**config.mk**
```make
export PLATFORM = sky130hd
export DESIGN_NAME = uart_rx_fsm_ctrl
export DESIGN_NICKNAME = d
export VERILOG_FILES = /design/src/rtl/uart_rx_fsm_ctrl.sv
export SDC_FILE = /design/constraint.sdc
export NUM_CORES = 1
export LEC_CHECK = 0
export BUFFER_PORTS_ARGS = -buffer_cell sky130_fd_sc_hd__clkbuf_2
export CAP_MARGIN = 20
export CELL_PAD_IN_SITES_DETAIL_PLACEMENT = 0
export CELL_PAD_IN_SITES_GLOBAL_PLACEMENT = 2
export CORE_MARGIN = 4
export CORE_UTILIZATION = 34
export CTS_CLUSTER_DIAMETER = 30
export DETAILED_ROUTE_END_ITERATION = 8
export HOLD_SLACK_MARGIN = 0.02
export PLACE_DENSITY_LB_ADDON = 0.08
export SLEW_MARGIN = 40
export SYNTH_ARGS = -nofsm -noshare
export SYNTH_HDL_FRONTEND = slang
export SYNTH_SLANG_ARGS = --single-unit
```
**constraint.sdc**
```tcl
create_clock -name CLK -period 5 [get_ports CLK]
set_input_delay 1 -clock CLK [delete_from_list [all_inputs] [get_ports CLK]]
set_output_delay 1 -clock CLK [all_outputs]
set_load 0.02 [all_outputs]
```
**src/rtl/uart_rx_fsm_ctrl.sv**
```systemverilog
`default_nettype none
// ============================================================================
// Module   : uart_rx_fsm_ctrl
// Brief    : UART receive frame controller: start detect, bit pacing, LSB-first
//            deserialization, parity/stop checking and result strobes.
//            Optional macro UART_RX_BREAK_DETECT_EN adds break detection.
// Revision : 1.0 - initial release
// ============================================================================
module uart_rx_fsm_ctrl #(
    parameter int DATA_W  = 8,
    parameter int PRESC_W = 6
) (
    input  logic               CLK,
    input  logic               RST,
    input  logic               rx_in,
    input  logic               sampled_data,
    input  logic [PRESC_W-1:0] prescale,
    input  logic               PAR_EN,
    input  logic               PAR_TYP,
    output logic               data_sample_en,
    output logic [PRESC_W-1:0] edge_count,
    output logic [PRESC_W-1:0] prescale_q,
    output logic [DATA_W-1:0]  P_DATA,
    output logic               data_valid,
    output logic               par_err,
`ifdef UART_RX_BREAK_DETECT_EN
    output logic               stp_err,
    output logic               busy,
    output logic               break_det
`else
    output logic               stp_err,
    output logic               busy
`endif
);

    localparam int                    c_BCNT_W    = (DATA_W > 1) ? $clog2(DATA_W) : 1;
    localparam logic [c_BCNT_W-1:0]   c_LAST_BIT  = c_BCNT_W'(DATA_W - 1);
    localparam logic [PRESC_W-1:0]    c_PRESC_DEF = PRESC_W'(8);

    typedef enum logic [2:0] {
        S_IDLE   = 3'd0,
        S_START  = 3'd1,
        S_DATA   = 3'd2,
        S_PARITY = 3'd3,
        S_STOP   = 3'd4
    } state_t;

    state_t              r_state;
    state_t              w_state_nxt;
    logic [PRESC_W-1:0]  r_edge_cnt;
    logic [PRESC_W-1:0]  r_presc_q;
    logic [PRESC_W-1:0]  w_presc_legal;
    logic [c_BCNT_W-1:0] r_bit_cnt;
    logic [DATA_W-1:0]   r_data;
    logic                r_par_en;
    logic                r_par_typ;
    logic                r_par_bad;
    logic                r_valid;
    logic                r_par_err;
    logic                r_stp_err;
    logic                w_active;
    logic                w_bit_end;
    logic                w_par_exp;
    logic                w_start;
    logic                w_brk_block;

    assign w_active  = (r_state != S_IDLE);
    assign w_bit_end = w_active && (r_edge_cnt == (r_presc_q - PRESC_W'(1)));
    assign w_par_exp = r_par_typ ? ~^r_data : ^r_data;
    assign w_start   = (r_state == S_IDLE) && (w_state_nxt == S_START);

    always_comb begin
        w_presc_legal = c_PRESC_DEF;
        case (prescale)
            PRESC_W'(4), PRESC_W'(8), PRESC_W'(16), PRESC_W'(32): w_presc_legal = prescale;
            default:                                              w_presc_legal = c_PRESC_DEF;
        endcase
    end

    always_ff @(posedge CLK) begin
        if (RST) begin
            r_state <= S_IDLE;
        end else begin
            r_state <= w_state_nxt;
        end
    end

    always_comb begin
        w_state_nxt = r_state;
        case (r_state)
            S_IDLE: begin
                if (!rx_in && !w_brk_block) begin
                    w_state_nxt = S_START;
                end
            end
            S_START: begin
                if (w_bit_end) begin
                    // A high majority at the end of the start bit is a glitch.
                    w_state_nxt = sampled_data ? S_IDLE : S_DATA;
                end
            end
            S_DATA: begin
                if (w_bit_end && (r_bit_cnt == c_LAST_BIT)) begin
                    w_state_nxt = r_par_en ? S_PARITY : S_STOP;
                end
            end
            S_PARITY: begin
                if (w_bit_end) begin
                    w_state_nxt = S_STOP;
                end
            end
            S_STOP: begin
                if (w_bit_end) begin
                    w_state_nxt = S_IDLE;
                end
            end
            default: w_state_nxt = S_IDLE;
        endcase
    end

    always_ff @(posedge CLK) begin
        if (RST) begin
            r_edge_cnt <= '0;
            r_presc_q  <= c_PRESC_DEF;
            r_bit_cnt  <= '0;
            r_data     <= '0;
            r_par_en   <= 1'b0;
            r_par_typ  <= 1'b0;
            r_par_bad  <= 1'b0;
            r_valid    <= 1'b0;
            r_par_err  <= 1'b0;
            r_stp_err  <= 1'b0;
        end else begin
            r_valid   <= 1'b0;
            r_par_err <= 1'b0;
            r_stp_err <= 1'b0;

            if (!w_active) begin
                r_edge_cnt <= '0;
            end else if (w_bit_end) begin
                r_edge_cnt <= '0;
            end else begin
                r_edge_cnt <= r_edge_cnt + PRESC_W'(1);
            end

            if (w_start) begin
                r_presc_q <= w_presc_legal;
                r_par_en  <= PAR_EN;
                r_par_typ <= PAR_TYP;
                r_par_bad <= 1'b0;
            end

            if (w_bit_end) begin
                case (r_state)
                    S_START: r_bit_cnt <= '0;
                    S_DATA: begin
                        r_data    <= {sampled_data, r_data[DATA_W-1:1]};
                        r_bit_cnt <= r_bit_cnt + c_BCNT_W'(1);
                    end
                    S_PARITY: r_par_bad <= (sampled_data != w_par_exp);
                    S_STOP: begin
                        r_stp_err <= ~sampled_data;
                        r_par_err <= r_par_bad;
                        r_valid   <= sampled_data & ~r_par_bad;
                    end
                    default: ;
                endcase
            end
        end
    end

`ifdef UART_RX_BREAK_DETECT_EN
    logic               r_brk_wait;
    logic               r_par_one;
    logic               r_break;
    logic [PRESC_W-1:0] r_hi_cnt;
    logic               w_brk_hit;

    assign w_brk_hit   = (r_state == S_STOP) && w_bit_end && (r_data == '0)
                         && !r_par_one && !sampled_data;
    assign w_brk_block = r_brk_wait;
    assign break_det   = r_break;

    // After a break, the line must stay high for a whole bit before re-arming.
    always_ff @(posedge CLK) begin
        if (RST) begin
            r_brk_wait <= 1'b0;
            r_par_one  <= 1'b0;
            r_break    <= 1'b0;
            r_hi_cnt   <= '0;
        end else begin
            r_break <= w_brk_hit;
            if (w_start) begin
                r_par_one <= 1'b0;
            end else if ((r_state == S_PARITY) && w_bit_end) begin
                r_par_one <= sampled_data;
            end
            if (w_brk_hit) begin
                r_brk_wait <= 1'b1;
                r_hi_cnt   <= '0;
            end else if (r_brk_wait) begin
                if (!rx_in) begin
                    r_hi_cnt <= '0;
                end else if (r_hi_cnt == (r_presc_q - PRESC_W'(1))) begin
                    r_brk_wait <= 1'b0;
                    r_hi_cnt   <= '0;
                end else begin
                    r_hi_cnt <= r_hi_cnt + PRESC_W'(1);
                end
            end
        end
    end
`else
    assign w_brk_block = 1'b0;
`endif

    assign data_sample_en = w_active;
    assign busy           = w_active;
    assign edge_count     = r_edge_cnt;
    assign prescale_q     = r_presc_q;
    assign P_DATA         = r_data;
    assign data_valid     = r_valid;
    assign par_err        = r_par_err;
    assign stp_err        = r_stp_err;

endmodule
`default_nettype wire

```
# Word-level counts from Yosys, hierarchy flattened

Index checks and enable logic that the tools add are counted.

Register bits: 32
Latch bits: 0
Bits in writable memories: 0
ROM bits: 0
Input bits: 12
Output and inout bits: 25
Word-level logic and storage cells: 59
Memories kept: 0

Add/subtract/negate cells: 3
Multipliers: 0
Divide/modulo/power cells: 0
Magnitude comparators: 0
Eq/ne operators: 12
Shift-type cells: 0
Mux-type cells: 14
Bitwise logic cells: 6
Reductions and logical operators: 13

Operators by type and width:

| cell                                                 | number |
|---|---|
| two-way mux 3 bit                                    | 6 |
| case mux 3 bit (5 select lines)                      | 1 |
| XNOR reduction 8 bit                                 | 1 |
| parity 8 bit                                         | 1 |
| adder 6 x 1 -> 6 bit (second input constant)         | 1 |
| equality test 3 x 1 -> 1 bit (second input constant) | 2 |
| equality test 3 x 2 -> 1 bit (second input constant) | 2 |
| equality test 3 bit (second input constant)          | 2 |
| equality test 6 x 3 -> 1 bit (second input constant) | 1 |
| equality test 6 x 4 -> 1 bit (second input constant) | 1 |
| equality test 6 x 5 -> 1 bit (second input constant) | 1 |
| equality test 6 bit                                  | 1 |
| equality test 6 bit (second input constant)          | 1 |
| two-way mux 6 bit                                    | 1 |
| case mux 3 bit (2 select lines)                      | 1 |
| OR reduction 3 bit                                   | 2 |
| subtractor 6 x 1 -> 6 bit (second input constant)    | 1 |
| inverter 1 bit                                       | 5 |
| two-way mux 1 bit                                    | 4 |
| AND reduction 2 bit                                  | 2 |
| OR reduction 4 bit                                   | 1 |
| adder 3 x 1 -> 3 bit (second input constant)         | 1 |
| logical AND 1 bit                                    | 3 |
| zero test 3 bit                                      | 1 |
| other kinds (5)                                      | 5 |

# Logic depth before layout (Yosys ltp)

Gate-level depths: netlist of run 1.

Word-level depth: 11
Mapped depth: 8
Mapped depth without buffers: 7

# Worst setup path before layout of run 1

OpenSTA, ideal clock, no wires.

Path kind: register to register
Start: reg r_presc_q[0] (netlist: prescale_q[0])
End: reg r_data[4] (netlist: P_DATA[4])
Setup time: 0.119 ns
Arrival time: 1.941 ns
Required time: 4.881 ns
Setup slack: 2.939 ns
Stages on the path, launching flop included: 9
Path buffers: 1
Clock period less this slack: 2.061 ns
Cell sequence: dfxtp_1 -> inv_1 -> ha_1 -> and2_4 -> a211o_1 -> a32o_2 -> and3_1 -> buf_6 -> mux2i_1

Word-level cells in the longest chain between the ends: 4

RTL lines:

| what                                 | RTL line | text |
|---|---|---|
| start: declaration                   | 51       | `logic [PRESC_W-1:0] r_presc_q;` |
| start signal: assignment             | 124      | `r_presc_q <= c_PRESC_DEF;` |
| start signal: assignment             | 147      | `r_presc_q <= w_presc_legal;` |
| subtractor 6 x 1 -> 6 bit            | 68       | `assign w_bit_end = w_active && (r_edge_cnt == (r_presc_q - PRESC_W'(1)));` |
| equality test 6 bit                  | 68       |  |
| logical AND 1 bit                    | 68       |  |
| AND reduction 2 bit (no source line) | n/a      |  |
| end signal: assignment               | 157      | `r_data <= {sampled_data, r_data[DATA_W-1:1]};` |
| end: declaration                     | 54       | `logic [DATA_W-1:0] r_data;` |

No other way between the ends.
A chain may end at the register's enable or synchronous reset.

# Final worst setup path of run 1

Start: reg r_state[0]
End: out data_sample_en

Word-level cells in the longest chain between the ends: 1

RTL lines:

| what                     | RTL line | text |
|---|---|---|
| start: declaration       | 48       | `state_t r_state;` |
| start signal: assignment | 84       | `r_state <= w_state_nxt;` |
| nonzero test 3 bit       | 67       | `assign w_active = (r_state != S_IDLE);` |
| end: declaration         | 20       | `output logic data_sample_en,` |

No other way between the ends.

==> out/metrics.csv, run 1 <==
metric;value;unit
clock-pin slew on the worst setup and hold paths;60;ps
area of the multi-input gates;900.9;µm²
Reg area;640.6;µm²
worst-path cell chain;nor3_4 -> inv_1 -> clkbuf_2;
flops & latches, synth;32;
Die Ht;77.06;µm
number of max-cap violations;0;
WS Path Type;flop to output pin;
initial core utilization;36.24;%
Final Max Slew Viols;0;
outcome;completed;
period utilization;46.44;%
IO Pins;37;
Final Hold Viols;0;
PostCTS Resize Cnt;0;
Setup crit start kind;flop;
crit path capture type;output pin;
area of the die;5938;µm²
Tmin final;2322;ps
clock power share;36.7;%
worst hold slack;479.9;ps
TritonCTS buffer count;5;
Lkg Pwr;0.0007956;µW
H-Tree Depth;2;
layout cells sized above 1;25.00;%
vias in the first global route;1382;
Remaining DRCs;0;
Layout area overhead;16.51;%
Via Count;1386;
Async S/R FF share, synth;0;%
synthesized area per cell;9.110;µm²
post-DP HPWL;3001;µm
vias per std cell;5.250;
Gate Count Post-Synth;178;
GRT Residual Overflow;0;
unrepaired setup endpoints after global routing;no;
slowest CP cell;dfxtp_1;
Core ar.;4474;µm²
Syn Nets;194;
final net count;230;
Data arrival, critical path;1320;ps
max incr delay on CP;410;ps
CP Launch Point;r_state[0]$_SDFF_PP0_;
CTS Root Cell;clkbuf_8;
Yosys cell types;45;
Filler Cell Count;446;
first-pass detailed-route iteration total;4;
Sw Pwr;111.2;µW
hold_sp;r_par_en$_SDFFE_PP0P_;
relative slew slack;64.46;%
Final GP Congestion;0.8131;
worst-margin pin slew;528.2;ps
latest clock arrival within the worst-skew pair;270;ps
register area share after synthesis;39.51;%
Pint;360.8;µW
Flop pwr share;55.5;%
Hold Path Class;flop to flop;
Antenna Nets Post-Route;0;
Setup TNS;0;ps
post-DR wirelength/cell;14.87;µm
pwr dens;249.9;nW/µm²
first-pass GRT wire length;6651;µm
setup bufs post-CTS;0;
1st-iter DRT viols;58;
initial antenna violation count;0;
Peak VDD IR;0.1174;mV
clock tree sinks;32;
number of synthesized flops with an enable pin;0;
FMAX;430.7;MHz
Comb pwr share;7.8;%
largest net degree at the start of global routing;23;
Port Buf Inserts;36;
switching share of power;23.56;%
n_diodes;0;
Yosys warnings;0;
Critical Path RT;4000;ps
GRT Total Usage;14.23;%
Die Width;77.06;µm
Fin Clk Skew;3.963;ps
# setup viols final;0;
DRT Wirelength;3925;µm
Std-Cell Rows;24;
CTS tree;yes;
Post-Syn Area;1622;µm²
FF-to-FF Start;prescale_q[0]$_SDFFE_PP0P_;
crit-path max FO;8;
Bufs on Longest Clock Path;2;
CTS Hold Buffers Added;0;
Top FF cell, synth;dfxtp_1;
==> per-layer routing <==
metal / share of wire (%) / global-route usage (%) / wire [µm] / up-vias
li1: - / - / - / 706
met1: 46 / 18.08 / 1810 / 642
met2: 48 / 21.69 / 1877 / 32
met3: 4.9 / 5.738 / 191 / 6
met4: 1.2 / 5.160 / 46 / 0
met5: 0 / 0 / 0 / -
==> sequential cells by signal (all words and copies together), names as in the netlist <==
name / count
P_DATA: 8
data_valid: 1
edge_count: 6
par_err: 1
prescale_q: 6
r_bit_cnt: 3
r_par_bad: 1
r_par_en: 1
r_par_typ: 1
r_state: 3
stp_err: 1
==> metrics by stage <==
step / power, µW / instance area, µm² / worst slack [ps] / util, % / instances
finish: 472.1 / 1889 / 2678 / 42.23 / 264
global route: 499.8 / 1889 / 2571 / 42.23 / 264
CTS: 481.1 / 1889 / 2669 / 42.23 / 264
detailed placement: 304.8 / 1821 / 2806 / 40.69 / 259
global placement: 304.5 / 1821 / 2831 / 40.69 / 259
floorplan: 293.3 / 1622 / 2939 / - / 178
==> synthesized netlist by cell type (2+ instances only) <==
| library cell | number | area [µm²] |
|---|---|---|
| dfxtp_1 | 32 | 640.6 |
| nand2_1 | 21 | 78.83 |
| xnor2_1 | 15 | 131.4 |
| inv_1 | 9 | 33.78 |
| a21oi_1 | 8 | 40.04 |
| mux2i_1 | 8 | 80.08 |
| nor2_1 | 8 | 30.03 |
| nor4_1 | 8 | 50.05 |
| nor3_1 | 7 | 35.03 |
| xor2_1 | 7 | 61.31 |
| ha_1 | 4 | 50.05 |
| a32oi_1 | 3 | 26.28 |
| clkbuf_1 | 3 | 11.26 |
| nand2b_1 | 3 | 18.77 |
| nand3_1 | 3 | 15.01 |
| o21ai_0 | 3 | 15.01 |
| a31oi_1 | 2 | 12.51 |
| and2b_2 | 2 | 17.52 |
| and3_2 | 2 | 15.01 |
| buf_6 | 2 | 22.52 |
| nor4b_1 | 2 | 17.52 |
| o32ai_1 | 2 | 17.52 |
| or2_2 | 2 | 12.51 |
==> cells by family after synthesis <==
family          Yosys count  synth area share, %
compound gates           29                12.81
mux                       8                4.938
flops                    32                39.51
fa+ha+maj                 4                3.087
xor+xnor                 22                11.88
simple gates             67                22.84
buf+inv                  16                4.938
==> power groups by stage <==
stage | logic (µW) | registers (µW) | clock network (µW)
after floorplan | 27.1 | 266 | 0
after global placement | 37.0 | 267 | 0
after detailed placement | 37.4 | 267 | 0
after CTS | 37.6 | 262 | 182
after global routing | 41.2 | 262 | 196
final | 36.8 | 262 | 173
==> final cells by class <==
type                       count  share of cell area [%]
clock buffer                   5                   3.642
multi-input combinational    130                   47.68
inverter                       9                   1.788
tap                           52                   3.444
sequential                    32                   33.91
timing repair buffer          36                   9.536
==> critical path: cells and delay by family (launching register included) <==
family	cells	cell delay, ps
flops	1	410
buf+inv	2	290
simple gates	1	350
==> path summary, 6_finish.rpt <==
kind | to | slack, ps | cells past startpoint
max | data_sample_en | 2680 | 3
min reg2reg | r_par_en$_SDFFE_PP0P_ | 480 | 2
min | r_par_en$_SDFFE_PP0P_ | 480 | 2
max reg2reg | edge_count[3]$_SDFF_PP0_ | 2850 | 7
==> layout by cell type, fill, tap and decap left out, drive strengths merged, types with 3 or more instances in the layout <==
| master | synthesis | layout |
|---|---|---|
| nand2 | 21 | 21 |
| mux2i | 8 | 8 |
| a32oi | 3 | 3 |
| nor3 | 9 | 9 |
| ha | 4 | 4 |
| o21ai | 3 | 3 |
| xor2 | 7 | 7 |
| clkbuf | 3 | 41 |
| nor4 | 8 | 8 |
| and3 | 3 | 3 |
| a21oi | 8 | 8 |
| nor2 | 8 | 8 |
| nand3 | 4 | 4 |
| inv | 9 | 9 |
| dfxtp | 32 | 32 |
| xnor2 | 15 | 15 |
| nand2b | 3 | 3 |
Power figures use the tool's default switching activity.
==> run 2, diff against run 1 <==
Settings changed: CORE_UTILIZATION 34 to 28.
Clock period 5 ns to 2 ns, I/O delays scaled along.
==> run 2 against run 1 <==
Against the previous run: power rose to 2.9 times the previous value; first-iteration DRC count decreased by 48%; critical endpoint is now r_state[2]$_SDFF_PP0_; critical path depth is 5 higher; register-to-register slack worse by 2800 ps; clock power rose to 3.6 times the previous value; global-route usage is 1.2 points lower; core utilization shrank 3.9 points; largest power group unchanged; die area grew 19%.
==> out/metrics.csv, run 2 (synthesized netlist as in run 1, its figures left out) <==
metric;value;unit
Tmin final;1926;ps
clock-pin slew on the worst setup and hold paths;70;ps
first-pass detailed-route iteration total;4;
Filler Cell Count;592;
IO Pins;37;
FF-to-FF Start;prescale_q[0]$_SDFFE_PP0P_;
max incr delay on CP;330;ps
Fin Clk Skew;6.531;ps
TritonCTS buffer count;5;
fin cells;306;
most common cell after layout, fill and taps aside;clkbuf_2;
most frequent cells in the layout;clkbuf_2, dfxtp_1, nand2_1;
Core ar.;5574;µm²
final net count;249;
Die Width;84.10;µm
worst-margin pin slew;453.0;ps
number of max-cap violations;0;
Reg2Reg Depth;8;
Layout area overhead;31.64;%
DRT Wirelength;4380;µm
Antenna Nets Post-Route;0;
unrepaired setup endpoints after global routing;yes;
crit path capture type;flop;
# setup viols final;0;
max reg flops;8;
WS Path Type;flop to flop;
vias in the first global route;1532;
hold_sp;PAR_TYP;
GRT Residual Overflow;0;
Peak VDD IR;0.2488;mV
Hold Path Class;input pin to flop;
vias per std cell;4.768;
n_diodes;0;
Critical Path RT;2230;ps
Remaining DRCs;0;
Placed Cells;297;
Die Ht;84.10;µm
power after layout;1383;µW
outcome;completed;
CP Launch Point;prescale_q[0]$_SDFFE_PP0P_;
worst-path cell chain;inv_1 -> ha_1 -> xnor2_1 -> nor2_1 -> o211ai_1 -> buf_4 -> nor4b_1 -> o21ba_2;
Reg2Reg Setup Slack;70;ps
slowest CP cell;dfxtp_2;
initial core utilization;29.09;%
post-DP HPWL;3365;µm
layout cells sized above 1;35.47;%
1st-iter DRT viols;30;
relative slew slack;69.77;%
period utilization;96.32;%
Final Hold Viols;0;
initial antenna violation count;0;
CP endpoint;r_state[2]$_SDFF_PP0_;
Setup crit start kind;flop;
largest net degree at the start of global routing;22;
Std-Cell Rows;27;
crit-path max FO;4;
Via Count;1459;
pwr dens;647.8;nW/µm²
CTS tree;yes;
H-Tree Depth;2;
area of the die;7073;µm²
Finished Core Util;38.29;%
CTS Root Cell;clkbuf_8;
post-DR wirelength/cell;14.31;µm
FMAX;519.1;MHz
Port Buf Inserts;36;
Final GP Congestion;0.8690;
GRT Total Usage;13.02;%
latest clock arrival within the worst-skew pair;280;ps
Final Max Slew Viols;0;
RR Endpoint;r_state[2]$_SDFF_PP0_;
clock tree sinks;32;
first-pass GRT wire length;7307;µm
Data arrival, critical path;2160;ps
Bufs on Longest Clock Path;2;
Lkg Pwr;0.0009144;µW
## run 2: cell types whose count changed in the layout (fill, tap and decap cells not counted), sizes merged
| cell | previous run | this run |
|---|---|---|
| buf | 0 | 19 |
| clkinv | 0 | 1 |
| clkinvlp | 0 | 1 |
| bufinv | 0 | 1 |
## run 2: how the worst min path moves through the flow
stage,endpoint,depth (start not counted)
finish,r_par_typ$_SDFFE_PP0P_,3
global route,r_par_en$_SDFFE_PP0P_,3
CTS,r_par_typ$_SDFFE_PP0P_,3
detailed placement,r_bit_cnt[2]$_SDFFE_PP0P_,2
global placement,prescale_q[1]$_SDFFE_PP0P_,2
floorplan,r_bit_cnt[1]$_SDFFE_PP0P_,2
## run 2: stage by stage
step	hold WS [ps]	setup TNS [ps]	setup WS (ps)	instance area (µm²)
CTS	327.5	0	66.02	2095
global route	330.0	-83.80	-26.38	2135
floorplan	444.2	0	51.26	1624
detailed placement	463.4	0	96.61	1983
finish	332.0	0	73.64	2135
global placement	451.9	0	125.2	1983
## run 2: power breakdown
group          leakage (µW)  switching (µW)  internal, µW  total [µW]
sequential         0.000259            7.27           643         651
combinational      0.000601            67.2          42.5         110
clock             0.0000541             254           369         622
total              0.000914             328          1050        1380
## run 2: final cells by class
| type | count | area [µm²] | share of cell area (%) |
|---|---|---|---|
| clock buffer | 5 | 68.82 | 3.224 |
| inverter | 9 | 33.78 | 1.583 |
| sequential | 32 | 643.1 | 30.13 |
| tap | 72 | 90.09 | 4.220 |
| clock inverter | 3 | 42.54 | 1.993 |
| timing repair buffer | 55 | 322.8 | 15.12 |
| multi-input combinational | 130 | 933.4 | 43.73 |
## run 2: repair_timing
item | CTS | global route
hold buffers | 0 | 0
buffers inserted | 0 | 1
setup endpoints to repair | 0 | 9
resized for setup | 0 | 6
## run 2: worst max-delay path, delay by kind of cell (launching register included)
| family | cells | cell delay, ps |
|---|---|---|
| AOI/OAI and AO/OA | 2 | 390 |
| xor gates and xnor gates | 1 | 130 |
| adders and majority gates | 1 | 310 |
| buffers and inverters | 2 | 260 |
| DFF | 1 | 330 |
| and+or+nand+nor | 2 | 450 |
## run 2: per-layer routing
| layer | up-vias | track usage (%) | share of wire (%) | wire [µm] |
|---|---|---|---|---|
| met4 | 0 | 4.971 | 1.4 | 61 |
| met2 | 29 | 21.95 | 48 | 2119 |
| met1 | 677 | 15.54 | 46 | 2011 |
| li1 | 747 | - | - | - |
| met5 | - | 0 | 0 | 0 |
| met3 | 6 | 3.850 | 4.3 | 188 |
==> run 3, diff against run 2 <==
Settings changed: ABC_AREA set to 1, CORE_UTILIZATION 28 to 26, TNS_END_PERCENT set to 50.
==> run 3 against run 2 <==
Against the previous run: core utilization decreased by 4.4 points; via count increased by 5.7%; combinational power increased by 15%; first-iteration DRC count increased by 10%; sequential power increased by 1%; count of clock-buffer cells in the layout increased by 3; final cell count increased by 16%; largest cell class unchanged; non-clock buffer count decreased by 12; sequential share of layout area increased by 1.2 points; flip-flop and latch count unchanged.
==> out/metrics.csv, run 3 <==
metric;value;unit
most common cell after layout, fill and taps aside;nand2_1;
RR Endpoint;r_bit_cnt[0]$_SDFFE_PP0P_;
period utilization;87.41;%
GRT Total Usage;11.44;%
H-Tree Depth;2;
FF-to-FF Start;prescale_q[0]$_SDFFE_PP0P_;
Top FF cell, synth;dfxtp_1;
Fin Clk Skew;4.652;ps
post-DR wirelength/cell;11.20;µm
Peak VDD IR;0.3102;mV
initial core utilization;27.37;%
vias per std cell;4.331;
top post-synthesis cells by area;dfxtp_1, nand2_1, nand3_1;
Finished Core Util;33.89;%
Core ar.;6026;µm²
hold_sp;PAR_TYP;
n_diodes;0;
Post-synth top cells;nand2_1, dfxtp_1, nor2_1;
Final Max Slew Viols;0;
Synth area leader;dfxtp_1;
final net count;296;
WS Path Type;flop to flop;
most frequent cells in the layout;nand2_1, clkbuf_2, dfxtp_1;
Data arrival, critical path;1920;ps
Final Hold Viols;0;
number of synthesized flops with an enable pin;0;
Die Width;87.64;µm
Post-Syn Area;1649;µm²
Tmin final;1748;ps
Syn Nets;252;
count leader, synth;nand2_1;
Lkg Pwr;0.0009396;µW
crit-path max FO;9;
# setup viols final;0;
Bufs on Longest Clock Path;2;
Async S/R FF share, synth;0;%
clock-pin slew on the worst setup and hold paths;70;ps
pwr dens;634.0;nW/µm²
area of the die;7681;µm²
CTS Hold Buffers Added;0;
DRT Wirelength;3986;µm
first-pass GRT wire length;6803;µm
Reg2Reg Depth;9;
Yosys warnings;0;
CTS tree;yes;
Remaining DRCs;0;
Antenna Nets Post-Route;0;
crit path capture type;flop;
flops & latches, synth;32;
unrepaired setup endpoints after global routing;no;
Die Ht;87.64;µm
vias in the first global route;1417;
Setup TNS;0;ps
IO Pins;37;
clock tree sinks;32;
number of max-cap violations;0;
outcome;completed;
hold depth;3;
layout cells sized above 1;22.42;%
worst-margin pin slew;276.7;ps
Via Count;1542;
max reg flops;8;
CTS Root Cell;clkbuf_8;
TritonCTS buffer count;5;
Hold Path Class;input pin to flop;
Setup crit start kind;flop;
post-DP HPWL;3164;µm
synthesized area per cell;6.988;µm²
1st-iter DRT viols;33;
initial antenna violation count;0;
Port Buf Inserts;36;
FMAX;572.0;MHz
Filler Cell Count;680;
Layout area overhead;23.82;%
Gate Count Post-Synth;236;
GRT Residual Overflow;0;
relative slew slack;81.49;%
register area share after synthesis;38.85;%
Reg2Reg Setup Slack;250;ps
Yosys cell types;30;
Std-Cell Rows;28;
largest net degree at the start of global routing;18;
Worst Hold Endpoint;r_par_typ$_SDFFE_PP0P_;
top cell type's share of synthesized area;38.85;%
first-pass detailed-route iteration total;4;
Final GP Congestion;0.7514;
Critical Path RT;2170;ps
latest clock arrival within the worst-skew pair;270;ps
-- run 3: stage by stage --
step	worst slack, ps	total power (µW)	hold WS, ps	instances	instance area, µm²
after global routing	67.12	1370	383.6	356	2042
after global placement	133.9	805.1	452.0	346	1924
after detailed placement	113.9	803.0	449.8	346	1924
after CTS	100.1	1322	337.9	354	2014
final	251.9	1295	343.3	356	2042
after floorplan	135.9	757.2	430.3	236	1649
-- run 3: how the worst max path moves through the flow --
stage,startpoint,end,slack (ps),cells after the start
finish,prescale_q[0]$_SDFFE_PP0P_,r_bit_cnt[0]$_SDFFE_PP0P_,250,9
global route,prescale_q[0]$_SDFFE_PP0P_,r_state[1]$_SDFF_PP0_,70,12
CTS,prescale_q[0]$_SDFFE_PP0P_,edge_count[2]$_SDFF_PP0_,100,9
detailed placement,prescale_q[0]$_SDFFE_PP0P_,edge_count[2]$_SDFF_PP0_,110,9
global placement,prescale_q[0]$_SDFFE_PP0P_,edge_count[2]$_SDFF_PP0_,130,9
floorplan,prescale_q[0]$_SDFFE_PP0P_,r_bit_cnt[0]$_SDFFE_PP0P_,140,9
-- run 3: cell type report --
type	count	area, µm²	share of cell area [%]
inverters	30	112.6	5.515
clock buffers	8	90.09	4.412
flip-flops and latches	32	640.6	31.37
repair buffers	43	245.2	12.01
well taps	75	93.84	4.596
multi-input cells	168	859.6	42.10
-- run 3: logic make-up after synthesis --
logic type               synth area share (%)
buffers and inverters                   9.029
flip-flops                              38.85
XOR/XNOR                                5.311
AO/OA/AOI/OAI                           9.332
AND/OR/NAND/NOR                         34.45
adder cells (fa/ha/maj)                 3.035
-- run 3: per-layer routing --
layer / vias up / share of wire, % / wire [µm] / GRT usage (%)
met1: 672 / 52 / 2055 / 15.65
met4: 0 / 0.73 / 29 / 3.766
met2: 26 / 43 / 1702 / 17.33
li1: 842 / - / - / -
met5: - / 0 / 0 / 0
met3: 2 / 5.0 / 199 / 3.198
-- run 3: power breakdown --
part	total, µW	leakage, µW	switching, µW	internal [µW]
registers	659	0.000259	11.3	648
clock network	509	0.0000455	228	281
logic	127	0.000635	83.8	42.9
-- run 3: repair_timing --
action | in CTS | in global routing
setup buffers | 0 | 2
endpoints found under the setup margin | 0 | 14
resized for setup | 0 | 0
-- run 3: critical path, cell delays in order (launching register included) --
cell and delay [ps]:
dfxtp_1 330, inv_1 80, ha_1 310, xnor2_1 120, nor2_1 110, nand3_2 100
nor2_4 180, buf_12 140, o21ai_1 100, o21a_1 180
